<file path="config.mk">
export PLATFORM = sky130hd
export DESIGN_NAME = pim_scheduler
export DESIGN_NICKNAME = d
export VERILOG_FILES = /design/src/rtl/pim_scheduler.sv
export SDC_FILE = /design/constraint.sdc
export NUM_CORES = 1
export LEC_CHECK = 0
export CAP_MARGIN = 25
export CORE_MARGIN = 2
export CORE_UTILIZATION = 57
export CTS_BUF_LIST = sky130_fd_sc_hd__clkbuf_2
export DETAILED_ROUTE_END_ITERATION = 12
export HOLD_SLACK_MARGIN = 0.08
export PLACE_DENSITY = 0.93
export SYNTH_ARGS = -nofsm -noshare
export SYNTH_HDL_FRONTEND = slang
export SYNTH_SLANG_ARGS = --single-unit
</file>
<file path="constraint.sdc">
create_clock -name clk -period 4.3 [get_ports clk]
set_input_delay 0.645 -clock clk [delete_from_list [all_inputs] [get_ports clk]]
set_output_delay 0.645 -clock clk [all_outputs]
set_load 0.05 [all_outputs]
</file>
<file path="src/rtl/pim_scheduler.sv">
// Dispatches matrix jobs onto NUM_PIMS units and arbitrates their result write-backs.
// Optional build macro PIM_SCHED_PERF_EN adds saturating perf_jobs/perf_stall counters.
module pim_scheduler #(
    parameter int NUM_PIMS = 4,
    parameter int LEN      = 8,
    localparam int IDW     = $clog2(NUM_PIMS)
) (
    input  logic                clk,
    input  logic                rst,
    input  logic                job_valid,
    output logic                job_ready,
    input  logic [LEN-1:0]      job_src_a,
    input  logic [LEN-1:0]      job_src_b,
    input  logic [LEN-1:0]      job_dest,
    input  logic [2:0]          job_size,
    output logic [NUM_PIMS-1:0] pim_start,
    output logic [LEN-1:0]      pim_src_a,
    output logic [LEN-1:0]      pim_src_b,
    output logic [2:0]          pim_size,
    input  logic [NUM_PIMS-1:0] pim_done,
    output logic                wb_valid,
    input  logic                wb_ready,
    output logic [IDW-1:0]      wb_pim_id,
    output logic [LEN-1:0]      wb_dest,
    output logic                busy,
    output logic                err_size
`ifdef PIM_SCHED_PERF_EN
    ,
    output logic [15:0]         perf_jobs,
    output logic [15:0]         perf_stall
`endif
);

    typedef enum logic [1:0] {FREE, RUNNING, DONE_WAIT} pim_state_t;

    pim_state_t            state_q [NUM_PIMS];
    pim_state_t            state_d [NUM_PIMS];
    logic [LEN-1:0]        dest_q  [NUM_PIMS];
    logic [IDW-1:0]        dp_q, dp_d, wp_q, wp_d;
    logic [NUM_PIMS-1:0]   free_vec, dwait_vec, wb_cand;
    logic                  job_hs, job_ok, wb_hs;
    logic                  disp_found, wb_found;
    logic [IDW-1:0]        disp_idx, wb_sel;

    function automatic logic [IDW-1:0] wrap_inc(input logic [IDW-1:0] i);
        return (int'(i) == NUM_PIMS - 1) ? '0 : i + IDW'(1);
    endfunction

    // First set bit of req at or after start, wrapping; result is {found, index}.
    function automatic logic [IDW:0] rr_pick(input logic [NUM_PIMS-1:0] req,
                                             input logic [IDW-1:0]      start);
        logic           found;
        logic [IDW-1:0] idx;
        int             j;
        found = 1'b0;
        idx   = '0;
        for (int k = 0; k < NUM_PIMS; k++) begin
            j = int'(start) + k;
            if (j >= NUM_PIMS) j = j - NUM_PIMS;
            if (!found && req[IDW'(j)]) begin
                found = 1'b1;
                idx   = IDW'(j);
            end
        end
        return {found, idx};
    endfunction

    always_comb begin
        for (int i = 0; i < NUM_PIMS; i++) begin
            free_vec[i]  = (state_q[i] == FREE);
            dwait_vec[i] = (state_q[i] == DONE_WAIT);
        end
    end

    // Gated by reset so the handshake reads low while reset is held.
    assign job_ready = rst & (|free_vec);
    assign busy      = ~(&free_vec);
    assign job_hs    = job_valid & job_ready;
    assign job_ok    = job_hs & (job_size != 3'd0);
    assign wb_hs     = wb_valid & wb_ready;

    assign {disp_found, disp_idx} = rr_pick(free_vec, dp_q);
    assign dp_d = (job_ok && disp_found) ? wrap_inc(disp_idx) : dp_q;
    assign wp_d = wb_hs ? wrap_inc(wb_pim_id) : wp_q;

    always_comb begin
        wb_cand = dwait_vec;
        if (wb_hs) wb_cand[wb_pim_id] = 1'b0;
    end

    assign {wb_found, wb_sel} = rr_pick(wb_cand, wp_d);

    always_comb begin
        for (int i = 0; i < NUM_PIMS; i++) begin
            state_d[i] = state_q[i];
            if (state_q[i] == RUNNING && pim_done[i]) state_d[i] = DONE_WAIT;
            if (wb_hs && int'(wb_pim_id) == i)        state_d[i] = FREE;
            if (job_ok && disp_found && int'(disp_idx) == i) state_d[i] = RUNNING;
        end
    end

    always_ff @(posedge clk or negedge rst) begin
        if (!rst) begin
            for (int i = 0; i < NUM_PIMS; i++) state_q[i] <= FREE;
            dp_q      <= '0;
            wp_q      <= '0;
            pim_start <= '0;
            pim_src_a <= '0;
            pim_src_b <= '0;
            pim_size  <= '0;
            err_size  <= 1'b0;
            wb_valid  <= 1'b0;
            wb_pim_id <= '0;
            wb_dest   <= '0;
        end else begin
            for (int i = 0; i < NUM_PIMS; i++) state_q[i] <= state_d[i];
            dp_q      <= dp_d;
            wp_q      <= wp_d;
            pim_start <= (job_ok && disp_found) ? (NUM_PIMS'(1) << disp_idx) : '0;
            if (job_ok) begin
                pim_src_a <= job_src_a;
                pim_src_b <= job_src_b;
                pim_size  <= job_size;
            end
            err_size <= job_hs & (job_size == 3'd0);
            // A presented write-back is frozen until accepted.
            if (!wb_valid || wb_ready) begin
                wb_valid <= wb_found;
                if (wb_found) begin
                    wb_pim_id <= wb_sel;
                    wb_dest   <= dest_q[wb_sel];
                end
            end
        end
    end

    always_ff @(posedge clk) begin
        if (job_ok && disp_found) dest_q[disp_idx] <= job_dest;
    end

`ifdef PIM_SCHED_PERF_EN
    function automatic logic [15:0] sat_inc(input logic [15:0] v);
        return (v == 16'hFFFF) ? v : v + 16'd1;
    endfunction

    always_ff @(posedge clk or negedge rst) begin
        if (!rst) begin
            perf_jobs  <= '0;
            perf_stall <= '0;
        end else begin
            if (wb_hs)                   perf_jobs  <= sat_inc(perf_jobs);
            if (job_valid && !job_ready) perf_stall <= sat_inc(perf_stall);
        end
    end
`endif

endmodule

</file>
==> results of run 1 <==
## state kept, by name (all words and copies together) (netlist names)
register / count
dp_q: 2
err_size: 1
pim_size: 3
wb_valid: 1
wp_q: 2
pim_src_a: 8
dest_q: 32
wb_pim_id: 2
wb_dest: 8
pim_start: 4
pim_src_b: 8
state_q: 8
## layout make-up
type | count | area [µm²] | share of cell area
clock inverters | 6 | 92.59 | 0.02152
inverters | 9 | 33.78 | 0.007853
clock buffers | 10 | 50.05 | 0.01163
well taps | 75 | 93.84 | 0.02181
repair buffers | 74 | 730.7 | 0.1699
multi-input cells | 154 | 1164 | 0.2705
flip-flops and latches | 79 | 2137 | 0.4968
## where the power goes
group	total, mW	internal [mW]	switching (mW)	leakage [nW]
sequential	1.14	0.997	0.144	0.861
combinational	1.60	0.575	1.03	0.745
clock	0.454	0.198	0.256	0.0787
## logic make-up after synthesis
group                      after synthesis  share of synthesized area
AOI/OAI and AO/OA                       59                     0.1376
and+or+nand+nor                         68                     0.1126
buffers and inverters                   16                    0.02943
adders and majority gates                8                    0.02943
DFF                                     79                     0.6284
muxes                                   19                    0.06254
## worst reg2reg max path: cells and delay by family (launching register included)
family,cells,cell delay [ps]
compound gates,1,590
buf+inv,1,310
flops,1,450
simple gates,4,1030
## metrics by stage
| stage | cells | power (mW) | worst slack (ps) | cell area [µm²] | hold WS, ps |
|---|---|---|---|---|---|
| floorplan | 249 | 2.287 | 1809 | 3401 | 349.4 |
| global placement | 390 | 2.681 | 1389 | 4149 | 471.3 |
| detailed placement | 390 | 2.739 | 1302 | 4149 | 490.4 |
| CTS | 407 | 3.201 | 1227 | 4302 | 483.0 |
| global route | 407 | 3.388 | 1163 | 4302 | 492.9 |
| finish | 407 | 3.199 | 1253 | 4302 | 513.6 |
## how the worst min path moves through the flow
stage	from	cells past startpoint	slack [ps]	to
final	rst	2	510	pim_src_a[3]
after global routing	rst	2	490	pim_src_a[1]
after CTS	rst	2	480	pim_src_a[3]
after detailed placement	pim_src_a[2]	1	490	pim_src_a[2]
after global placement	pim_src_a[2]	1	470	pim_src_a[2]
after floorplan	rst	0	350	dp_q[0]
## cells in the final DEF (no fill, tap or decap), types with 2 or more instances in the layout
master,netlist,final
clkdlybuf4s50_1,0,70
dfrtp_1,47,47
edfxtp_1,32,32
nor2_1,19,19
mux2_2,15,15
nand2_1,14,14
o21ai_0,10,10
clkbuf_2,0,10
a21oi_1,9,9
a222oi_1,8,8
a31oi_1,8,8
ha_1,8,8
inv_1,7,7
nand3_1,7,7
nor2b_1,4,4
and2_4,4,4
nand2b_1,4,4
a31o_2,4,4
a311oi_1,4,4
nor3_1,3,3
mux2_1,3,3
a21oi_4,2,2
inv_2,2,2
a211oi_2,2,2
o2111ai_1,2,2
clkinvlp_4,0,2
bufinv_16,0,2
buf_4,0,2
## per-layer routing
layer,GRT usage,share of wire
met5,0,0
met4,0.09153,0.014
met3,0.05667,0.071
met2,0.4058,0.51
met1,0.2958,0.40
==> results.json, run 1 <==
{
  "yosysTopAreaCell": "dfrtp_1",
  "pin_count": 72,
  "synth_fp_nets": 292,
  "required_ps": 3650,
  "crit_end": "job_ready",
  "status": "finished clean",
  "layout.nets": 370,
  "cts.sinks": 79,
  "io_buffers": 71,
  "synthTopCellsByCount": "dfrtp_1, edfxtp_1, nor2_1",
  "worst-path-buf-inv": 3,
  "hold_class": "in -> async",
  "grt_pass1_wl_mm": 11.63,
  "seq_area_frac_synth": 0.6284,
  "h-tree-depth": 3,
  "synthTopCellsByArea": "dfrtp_1, edfxtp_1, mux2_2, ha_1, a222oi_1",
  "drc": 0,
  "mappedNetlistArea_um2": 3401,
  "grt.overflow.total": 0,
  "r2r_end": "dest_q[3][1]",
  "peakVddDrop_v": 0.0004155,
  "drv_slew": 0,
  "cp_max_fo": 8,
  "critPathLaunchType": "input pin",
  "tns_ps": 0,
  "slowest_delay_ps": 820,
  "core_um2": 5851,
  "firstDrtPassIters": 6,
  "yosysMostFrequentCell": "dfrtp_1",
  "maxCapViolCount": 0,
  "reg2reg_slack_ps": 1650,
  "async_flop_share": 0.5949,
  "cts.path.max_buffers": 2,
  "routedWlPerCell_um": 17.62,
  "critical_path.top_delay_family": "buffers and inverters",
  "synth_ff_type": "dfrtp_1",
  "vias": 2406,
  "die_h_um": 81.24,
  "rsz0062_at_grt": "false",
  "drt_iter0_markers": 317,
  "r2r_start": "state_q[4]",
  "grt_use_total": 0.2384,
  "final_util": 0.7352,
  "p_per_area_nw_per_um2": 743.8,
  "setup_viol_count_final": 0,
  "dieArea_um2": 6600,
  "reg2reg_depth": 6,
  "cp.arrival_ps": 2400,
  "endpoint_kind": "output pin",
  "cts_buffers": 9,
  "leakage_nw": 1.684,
  "fin_skew_ps": 33.38,
  "die_w_um": 81.24,
  "rows": 28,
  "cts-root-buf": "clkbuf_2",
  "initial_core_util": 0.5813,
  "grt_pass1_vias": 2427,
  "clkLatencyLatePin_ps": 490,
  "crit_type": "in -> out",
  "postRouteAntennaNets": 0,
  "finalHoldViolCount": 0,
  "relSlewSlack": 0.5587,
  "wirelength_mm": 7.173,
  "fillers": 364,
  "cts_tree": "done",
  "antenna_found_initial": 0,
  "areaGrowthSynthToFinish_pct": 26.49,
  "ys_warn_count": 0,
  "place_congestion": 0.8650,
  "hpwl_mm": 4.962,
  "cts_resized": 0,
  "syn_area_per_cell_um2": 13.66,
  "cp.depth": 4,
  "crit_path_cell_trace": "dlygate4sd3_1 -> buf_2 -> nor2b_1 -> clkdlybuf4s50_1",
  "tightest_slew_ps": 662.0,
  "grt_max_degree": 43,
  "drive_gt1_frac": 0.1777,
  "netlist_instances": 249,
  "ys_ff_latch": 79,
  "period_needed_ps": 3047,
  "fmax_ghz": 0.3282,
  "synth_top_area_share": 0.3458,
  "crit_start": "rst",
  "cts_hold_buf": 1,
  "slowest_stage": "clkdlybuf4s50_1",
  "antenna_cells": 0,
  "fin_crit_sh": 0.7086,
  "synth_edf_count": 32,
  "ys_types": 49,
  "cts_setup_buffers": 0,
  "path_clk_slew_ps": 210,
  "viasPerCell": 5.912
}
Power figures use the tool's default switching activity.
==> inputs of run 2 (changes only) <==
--- a/config.mk
+++ b/config.mk
@@ -7,11 +7,11 @@
 export LEC_CHECK = 0
 export CAP_MARGIN = 25
 export CORE_MARGIN = 2
-export CORE_UTILIZATION = 57
+export CORE_UTILIZATION = 53
 export CTS_BUF_LIST = sky130_fd_sc_hd__clkbuf_2
 export DETAILED_ROUTE_END_ITERATION = 12
 export HOLD_SLACK_MARGIN = 0.08
-export PLACE_DENSITY = 0.93
+export PLACE_DENSITY = 0.88
 export SYNTH_ARGS = -nofsm -noshare
 export SYNTH_HDL_FRONTEND = slang
 export SYNTH_SLANG_ARGS = --single-unit
==> constraint.sdc (replaced) <==
create_clock -name clk -period 2.9 [get_ports clk]
set_input_delay 0.435 -clock clk [delete_from_list [all_inputs] [get_ports clk]]
set_output_delay 0.435 -clock clk [all_outputs]
set_load 0.05 [all_outputs]
==> run 2 against run 1 <==
Net effect: utilization fell by 4.5 points; total power rose by 50%; cell count rose by 1.5%; clock power rose by 50%; largest power group unchanged; worst setup slack got worse by 980 ps; register-to-register slack got worse by 1300 ps; critical path depth fell by 1; critical endpoint is now busy; count of clock-buffer cells in the layout fell by 1; first-iteration DRC count fell by 43%.
==> results.json, run 2 (synthesis gave the netlist of run 1 again) <==
{
  "status": "finished clean",
  "layout.nets": 374,
  "reg2reg_depth": 10,
  "cp.arrival_ps": 2200,
  "multi_input_area_um2": 1164,
  "drv_slew": 0,
  "cts_buffers": 9,
  "period_needed_ps": 2630,
  "place_congestion": 0.9530,
  "relSlewSlack": 0.5671,
  "final_common_cell": "clkdlybuf4s50_1",
  "grt_pass1_vias": 2502,
  "grt_pass1_wl_mm": 12.32,
  "p_comb_frac": 0.505,
  "leakage_nw": 1.715,
  "pwr-share-seq": 0.353,
  "rows": 29,
  "areaGrowthSynthToFinish_pct": 27.41,
  "cts-root-buf": "clkbuf_2",
  "tns_ps": 0,
  "cts_tree": "done",
  "register_area_um2": 2137,
  "setup_viol_count_final": 0,
  "maxCapViolCount": 0,
  "core_um2": 6277,
  "r2r_end": "wb_dest[1]",
  "swShare": 0.4504,
  "drc": 0,
  "hold_slack_ps": 276.6,
  "largest-register": "dest_q",
  "pin_count": 72,
  "p_int_mw": 2.641,
  "rsz0062_at_grt": "false",
  "critPathLaunchType": "register",
  "io_buffers": 71,
  "p_per_area_nw_per_um2": 1109,
  "die_w_um": 84.11,
  "crit_type": "reg -> out",
  "peakVddDrop_v": 0.0006706,
  "cp_max_fo": 6,
  "r2r_start": "wb_pim_id[0]",
  "required_ps": 2470,
  "routedWlPerCell_um": 18.24,
  "cts_setup_buffers": 0,
  "viasPerCell": 5.768,
  "path_clk_slew_ps": 220,
  "reg2reg_slack_ps": 310,
  "clkPwrFrac": 0.142,
  "initial_core_util": 0.5418,
  "wirelength_mm": 7.534,
  "postRouteAntennaNets": 0,
  "endpoint_kind": "output pin",
  "hold_class": "in -> async",
  "drive_gt1_frac": 0.1845,
  "fin_crit_sh": 0.9069,
  "largest_reg_flops": 32,
  "cts.path.max_buffers": 2,
  "tightest_slew_ps": 649.3,
  "fillers": 425,
  "grt_use_total": 0.2245,
  "antenna_found_initial": 0,
  "firstDrtPassIters": 4,
  "antenna_cells": 0,
  "cts.sinks": 79,
  "dieArea_um2": 7074,
  "vias": 2382,
  "clkLatencyLatePin_ps": 520,
  "hpwl_mm": 5.252,
  "finalHoldViolCount": 0,
  "die_h_um": 84.11,
  "fin_skew_ps": 30.74,
  "grt_max_degree": 44,
  "grt.overflow.total": 0,
  "fmax_ghz": 0.3802,
  "final_cell_mix": "clkdlybuf4s50_1, dfrtp_1, edfxtp_1",
  "h-tree-depth": 3,
  "switchingPower_mw": 2.164,
  "drt_iter0_markers": 181
}
==> run 2: stage by stage <==
stage / total power, mW / instances / util / instance area [µm²] / worst slack, ps
6_report: 4.805 / 413 / 0.6903 / 4333 / 269.9
5_1_grt: 5.078 / 413 / 0.6903 / 4333 / 100.4
4_1_cts: 4.817 / 413 / 0.6899 / 4330 / 26.60
3_5_place_dp: 4.122 / 396 / 0.6661 / 4182 / 216.2
3_3_place_gp: 4.026 / 396 / 0.6661 / 4182 / 279.0
2_1_floorplan: 3.391 / 249 / - / 3401 / 409.1
==> run 2: per-layer routing <==
| metal | track usage | vias up | share of wire |
|---|---|---|---|
| met1 | 0.2846 | 1171 | 0.40 |
| met3 | 0.05341 | 8 | 0.075 |
| li1 | - | 1102 | - |
| met5 | 0 | - | 0 |
| met4 | 0.09384 | 0 | 0.013 |
| met2 | 0.3723 | 101 | 0.51 |
==> run 2: layout make-up <==
class                      count  share of cell area
sequential                    79              0.4932
multi-input combinational    154              0.2686
timing repair buffer          78              0.1761
tap                           77             0.02224
clock inverter                 7             0.02166
clock buffer                   9             0.01040
inverter                       9            0.007797
==> run 2: repair_timing <==
item	CTS	global route
endpoints found under the setup margin	0	1
resized for setup	0	1
hold buffers	1	0
endpoints found under the hold margin	4	0
==> run 2: worst max-delay path: stages, from the launching register on <==
cell	delay, ps
dfrtp_1	450
nor2_1	370
nand4_1	140
clkdlybuf4s50_1	720
==> run 2: power groups by stage <==
stage                     logic (mW)  registers (mW)  clock network, mW
after global routing            2.61            1.74              0.738
after detailed placement        2.40            1.72                  0
after floorplan                 1.21            2.18                  0
final                           2.43            1.70              0.681
after CTS                       2.43            1.70              0.692
after global placement          2.32            1.70                  0
==> run 2: how the worst max path moves through the flow <==
stage                 startpoint         end  slack, ps  cells after the start
floorplan           wb_pim_id[0]  wb_dest[0]        410                      9
global placement        wb_ready  wb_dest[5]        280                      9
detailed placement      wb_ready  wb_dest[1]        220                      9
CTS                   state_q[4]   job_ready         30                      4
global route        wb_pim_id[0]  wb_dest[1]        100                     10
finish                state_q[4]        busy        270                      3
